--- config.mk ---
export PLATFORM = sky130hd
export DESIGN_NAME = mult_issue_ctrl
export DESIGN_NICKNAME = d
export VERILOG_FILES = /design/src/rtl/mult_pkg.sv /design/src/rtl/mult_decode.sv /design/src/rtl/mult_issue_ctrl.sv
export SDC_FILE = /design/constraint.sdc
export NUM_CORES = 1
export LEC_CHECK = 0
export BUFFER_PORTS_ARGS = -buffer_cell sky130_fd_sc_hd__buf_2
export CORE_MARGIN = 2
export CORE_UTILIZATION = 46
export CTS_CLUSTER_DIAMETER = 100
export DETAILED_ROUTE_END_ITERATION = 12
export GPL_ROUTABILITY_DRIVEN = 0
export PLACE_DENSITY = 0.82
export SYNTH_ARGS = -nofsm -noshare
export SYNTH_HDL_FRONTEND = slang
export SYNTH_HIERARCHICAL = 1
export SYNTH_SLANG_ARGS = --single-unit
export TNS_END_PERCENT = 1
--- constraint.sdc ---
create_clock -name clk -period 3.3 [get_ports clk]
set_input_delay 0.165 -clock clk [delete_from_list [all_inputs] [get_ports clk]]
set_output_delay 0.165 -clock clk [all_outputs]
set_load 0.01 [all_outputs]
--- src/rtl/mult_pkg.sv ---
// Shared encodings and types for the RV32M multiply issue controller.
// Latency: n/a (declarations only).
// Backpressure: n/a.
// Contents: RV32M opcode/funct7/funct3 constants, controller state enum, and
// the multiplier mode struct {sigA, sigB, upper}.
package mult_pkg;

    localparam logic [6:0] OPCODE_OP     = 7'b0110011;
    localparam logic [6:0] FUNCT7_MULDIV = 7'b0000001;

    localparam logic [2:0] F3_MUL    = 3'b000;
    localparam logic [2:0] F3_MULH   = 3'b001;
    localparam logic [2:0] F3_MULHSU = 3'b010;
    localparam logic [2:0] F3_MULHU  = 3'b011;

    typedef enum logic [1:0] {
        IDLE = 2'd0,
        BUSY = 2'd1,
        DONE = 2'd2
    } mult_state_t;

    typedef struct packed {
        logic sig_a;
        logic sig_b;
        logic upper;
    } mult_mode_t;

endpackage

--- src/rtl/mult_decode.sv ---
// Combinational decode of an RV32M multiply: match flag plus operand signedness/half select.
// Latency: 0 cycles (pure combinational).
// Backpressure: none; the caller qualifies match_o with valid/ready.
// Ports: opcode_i/funct3_i/funct7_i instruction fields in; match_o set for
// MUL/MULH/MULHSU/MULHU only (divide/remainder have funct3[2]=1); mode_o mode bits.
module mult_decode
    import mult_pkg::*;
(
    input  logic [6:0]  opcode_i,
    input  logic [2:0]  funct3_i,
    input  logic [6:0]  funct7_i,
    output logic        match_o,
    output mult_mode_t  mode_o
);

    always_comb begin
        match_o = (opcode_i == OPCODE_OP) && (funct7_i == FUNCT7_MULDIV) && !funct3_i[2];
        mode_o  = '{sig_a: 1'b1, sig_b: 1'b1, upper: 1'b0};
        unique case (funct3_i)
            F3_MUL:    mode_o = '{sig_a: 1'b1, sig_b: 1'b1, upper: 1'b0};
            F3_MULH:   mode_o = '{sig_a: 1'b1, sig_b: 1'b1, upper: 1'b1};
            F3_MULHSU: mode_o = '{sig_a: 1'b1, sig_b: 1'b0, upper: 1'b1};
            F3_MULHU:  mode_o = '{sig_a: 1'b0, sig_b: 1'b0, upper: 1'b1};
            default:   mode_o = '{sig_a: 1'b1, sig_b: 1'b1, upper: 1'b0};
        endcase
    end

endmodule

--- src/rtl/mult_issue_ctrl.sv ---
// Issue/complete controller in front of a fixed-latency multiplier: latches operands and mode, waits STAGES cycles, captures the result.
// Latency: accept edge to done_o high is STAGES+1 edges counting the accept edge (1 edge in zero bypass).
// Backpressure: ready_o low while BUSY; a new op may be accepted in the DONE cycle.
// Ports: clk, rst (sync, active-low); valid_i/opcode_i/funct3_i/funct7_i/rs1_i/rs2_i
// instruction in; ready_o; A_o/B_o/sigA_o/sigB_o/upper_o/mult_on_o to the multiplier;
// writeback_value_i from the multiplier; busy_o, done_o (1-cycle pulse), result_o (held).
// Option: define MULT_ZERO_BYPASS_EN to complete ops with a zero operand in one cycle with result 0.
module mult_issue_ctrl
    import mult_pkg::*;
#(
    parameter int WIDTH  = 32,
    parameter int STAGES = 7
) (
    input  logic             clk,
    input  logic             rst,
    input  logic             valid_i,
    input  logic [6:0]       opcode_i,
    input  logic [2:0]       funct3_i,
    input  logic [6:0]       funct7_i,
    input  logic [WIDTH-1:0] rs1_i,
    input  logic [WIDTH-1:0] rs2_i,
    output logic             ready_o,
    output logic [WIDTH-1:0] A_o,
    output logic [WIDTH-1:0] B_o,
    output logic             sigA_o,
    output logic             sigB_o,
    output logic             upper_o,
    output logic             mult_on_o,
    input  logic [WIDTH-1:0] writeback_value_i,
    output logic             busy_o,
    output logic             done_o,
    output logic [WIDTH-1:0] result_o
);

    localparam int            CW       = (STAGES > 1) ? $clog2(STAGES) : 1;
    localparam logic [CW-1:0] CNT_INIT = CW'(STAGES - 1);

    mult_state_t      state_q, state_d;
    logic [CW-1:0]    cnt_q, cnt_d;
    logic [WIDTH-1:0] a_q, a_d;
    logic [WIDTH-1:0] b_q, b_d;
    mult_mode_t       mode_q, mode_d;
    logic [WIDTH-1:0] result_q, result_d;

    logic             dec_match;
    mult_mode_t       dec_mode;
    logic             accept;
    logic             bypass;

    mult_decode u_decode (
        .opcode_i (opcode_i),
        .funct3_i (funct3_i),
        .funct7_i (funct7_i),
        .match_o  (dec_match),
        .mode_o   (dec_mode)
    );

`ifdef MULT_ZERO_BYPASS_EN
    // Product is known to be zero; no need to occupy the multiplier.
    assign bypass = (rs1_i == '0) || (rs2_i == '0);
`else
    assign bypass = 1'b0;
`endif

    // Outputs are pure functions of registered state.
    assign ready_o   = (state_q != BUSY);
    assign busy_o    = (state_q == BUSY);
    assign mult_on_o = (state_q == BUSY);
    assign done_o    = (state_q == DONE);
    assign A_o       = a_q;
    assign B_o       = b_q;
    assign sigA_o    = mode_q.sig_a;
    assign sigB_o    = mode_q.sig_b;
    assign upper_o   = mode_q.upper;
    assign result_o  = result_q;

    assign accept = valid_i && ready_o && dec_match;

    always_comb begin
        state_d  = state_q;
        cnt_d    = cnt_q;
        a_d      = a_q;
        b_d      = b_q;
        mode_d   = mode_q;
        result_d = result_q;

        unique case (state_q)
            IDLE, DONE: begin
                // DONE falls back to IDLE unless a new op launches in the same cycle.
                state_d = IDLE;
                if (accept) begin
                    a_d    = rs1_i;
                    b_d    = rs2_i;
                    mode_d = dec_mode;
                    cnt_d  = CNT_INIT;
                    if (bypass) begin
                        result_d = '0;
                        state_d  = DONE;
                    end else begin
                        state_d  = BUSY;
                    end
                end
            end
            BUSY: begin
                // Counter reaches 0 in the STAGES-th BUSY cycle, when the
                // multiplier output becomes valid.
                if (cnt_q == '0) begin
                    result_d = writeback_value_i;
                    state_d  = DONE;
                end else begin
                    cnt_d = cnt_q - CW'(1);
                end
            end
            default: state_d = IDLE;
        endcase
    end

    always_ff @(posedge clk) begin
        if (!rst) begin
            state_q  <= IDLE;
            cnt_q    <= '0;
            a_q      <= '0;
            b_q      <= '0;
            mode_q   <= '0;
            result_q <= '0;
        end else begin
            state_q  <= state_d;
            cnt_q    <= cnt_d;
            a_q      <= a_d;
            b_q      <= b_d;
            mode_q   <= mode_d;
            result_q <= result_d;
        end
    end

endmodule

==> impl_metrics.toml <==
[run_status]
status = "finished clean"

[clock_tree]
h-tree-depth = 3
cts_tree = "done"
cts_setup_buffers = 0
cts.repair.resized = 0
clock-sinks = 104
clk_path_buf_depth = 2
clock_latency_ps = 350
clk_pin_slew_ps = 100
cts-hold-fix-buffers = 0
root_buffer = "clkbuf_8"
numCtsBuffers = 9

[synth]
synthesis.nets = 590
ys_seq_elements = 104
synth_area_sq_um = 4010
yosysSeqAreaShare_pct = 52.0
postSynthAreaPerCell_sq_um = 8.49
synth_cells = 472
synth_cell_types = 31
yosysTopAreaCell = "dfxtp_1"
yosys_warnings = 6
synth_area_leaders = "dfxtp_1, nand2_1, a21boi_0, a21boi_1, buf_2"
synth_top_area_share_pct = 52.0

[hold_path]
hp-class = "in2reg"
hold_start = "writeback_value_i[28]"

[cells_and_area]
seq_area_sq_um = 2080
nFillCells = 744
area_delta_synth_final_pct = 32.7
multi_input_area_sq_um = 1720
antenna_cells = 0
fin_nets = 789
layout-drive-gt1-share_pct = 35.8

[sta]
fin_tns_setup_ps = 0
slew_headroom_pct = 56.3
final.period_utilization_pct = 55.6
post-route-min-period_ps = 1830
max_freq_mhz = 545
maxSlewViolCount = 0
setup_violations = 0
hold_violations = 0
finClkSkew_ps = 12.0
worstMarginPinSlew_ps = 656
rsz0062_at_grt = "false"
setup_slack_ps = 1470

[setup_path]
cp_data_required_time_ps = 3130
crit_path_max_fanout = 7
crit_type = "reg2out"
crit_path_end = "ready_o"
endpoint_kind = "output port"
cp-startpoint = "state_q[0]$_SDFFE_PN0P_"
r2r-start = "state_q[0]$_SDFFE_PN0P_"
rr_endpoint = "B_o[21]$_SDFFE_PN0P_"
critPathLaunchType = "flop"
crit_arrival_ps = 1670
r2r_setup_slack_ps = 1570
rr_worst_depth = 4

[power]
power.density_nw_per_um2 = 418
ir_drop_v = 0.000238
p_leak_uw = 0.00238
p_total_uw = 2220

[global_routing]
grt_pass1_vias = 3633
grt_antenna_before_repair = 0
grt_pass1_wl_microns = 15900
overflow = 0
grt_max_degree = 68
grt_usage_pct = 20.0

[floorplan]
start_util_pct = 46.6
fp.dieW_microns = 97.3
die_h_microns = 97.3
die_area_sq_um = 9470
core_sq_um = 8590
num_io_pins = 219
num_rows = 34

[detailed_routing]
firstDrtPassIters = 4
drc = 0
drt-initial-drc-count = 103
totalWireLength_microns = 9750
viasPerCell = 4.82
wl_per_cell_microns = 12.4
ant_nets = 0
vias = 3780

[run]
drv_cap = 0

[placed_design]
pre_cts_ws_ps = 1230
port_buffers = 218
hpwlAfterDp_microns = 7210
[flip-flops by register name (all words and copies together) (netlist names)]
signal	flops
upper_o	1
sigB_o	1
sigA_o	1
cnt_q	3
result_o	32
state_q	2
B_o	32
A_o	32
[placed cells by master (no fill, tap or decap)]
| master | n |
|---|---|
| buf_4 | 6 |
| and3b_2 | 1 |
| bufinv_16 | 2 |
| nand3_1 | 1 |
| nand4_1 | 1 |
| clkbuf_8 | 10 |
| nor2b_1 | 2 |
| nor4b_2 | 2 |
| and2_1 | 2 |
| nand2b_1 | 2 |
| a21boi_0 | 84 |
| and4b_1 | 1 |
| nand2_1 | 200 |
| nand3b_1 | 2 |
| clkbuf_1 | 2 |
| dfxtp_1 | 104 |
| ha_1 | 2 |
| o21ai_0 | 1 |
| nor2_1 | 2 |
| a21o_1 | 1 |
| a21boi_1 | 15 |
| a211oi_1 | 1 |
| o21ai_1 | 1 |
| inv_6 | 1 |
| and4_1 | 1 |
| o211a_1 | 1 |
| and4bb_2 | 1 |
| inv_1 | 4 |
| nand4bb_1 | 1 |
| nor4_1 | 1 |
| nor3_1 | 2 |
| clkinvlp_4 | 1 |
| buf_2 | 218 |
[kinds of logic (layout without fill, tap and decap cells)]
family	Yosys count	in the layout	share of synthesized area, %
AOI/OAI and AO/OA	104	104	19.4
buffers and inverters	40	244	5.00
and+or+nand+nor	222	222	23.0
DFF	104	104	52.0
adders and majority gates	2	2	0.625
[Yosys cell counts]
cell,n
nand2_1,200
dfxtp_1,104
a21boi_0,84
a21boi_1,15
buf_2,13
clkbuf_1,13
buf_4,5
inv_1,4
buf_1,3
and2_1,2
buf_6,2
ha_1,2
nand2b_1,2
nand3b_1,2
nor2_1,2
nor2b_1,2
nor3_1,2
nor4b_2,2
a211oi_1,1
a21o_1,1
and3b_1,1
and4_1,1
and4b_1,1
and4bb_2,1
nand3_1,1
nand4_1,1
nand4bb_1,1
nor4_1,1
o211a_1,1
o21ai_0,1
o21ai_1,1
[how the worst min path moves through the flow]
stage                                      endpoint  slack [ps]  cells past startpoint
after floorplan                 A_o[4]$_SDFFE_PN0P_         300                      2
after global placement    result_o[23]$_SDFFE_PN0P_         400                      3
after detailed placement  result_o[29]$_SDFFE_PN0P_         420                      3
after CTS                 result_o[28]$_SDFFE_PN0P_          30                      3
after global routing      result_o[22]$_SDFFE_PN0P_          20                      3
final                     result_o[28]$_SDFFE_PN0P_          50                      3
[through the flow]
step                      util [%]  area, sq um  hold slack [ps]  instances
after floorplan                  -         4010              300        472
after global placement        59.3         5090              405        768
after detailed placement      59.3         5090              416        768
after CTS                     61.8         5310             28.2        784
after global routing          61.8         5310             21.1        784
final                         61.8         5310             46.7        784
[routing by layer]
| metal | GRT usage, % | wire length [microns] |
|---|---|---|
| met4 | 5.77 | 107 |
| met2 | 37.0 | 4790 |
| met1 | 22.6 | 4080 |
| met5 | 0 | 0 |
| met3 | 5.32 | 770 |
[final cells by class]
type | instances | area share (%)
repair buffers | 224 | 21.4
well taps | 108 | 2.54
clock inverters | 4 | 1.44
inverters | 4 | 0.283
multi-input cells | 328 | 32.4
clock buffers | 12 | 2.73
flip-flops and latches | 104 | 39.2
[power by group]
part	switching [uW]	total, uW	leakage [uW]	internal [uW]
combinational	37.6	104	0.00144	66.2
clock	410	862	0.000107	452
sequential	0.00875	1250	0.000837	1250
[critical path, cell delays in order, from the launching register on]
cell	delay [ps]
dfxtp_1	440
nor2b_1	560
inv_1	150
buf_2	180
(Power assumes the default switching activity.)
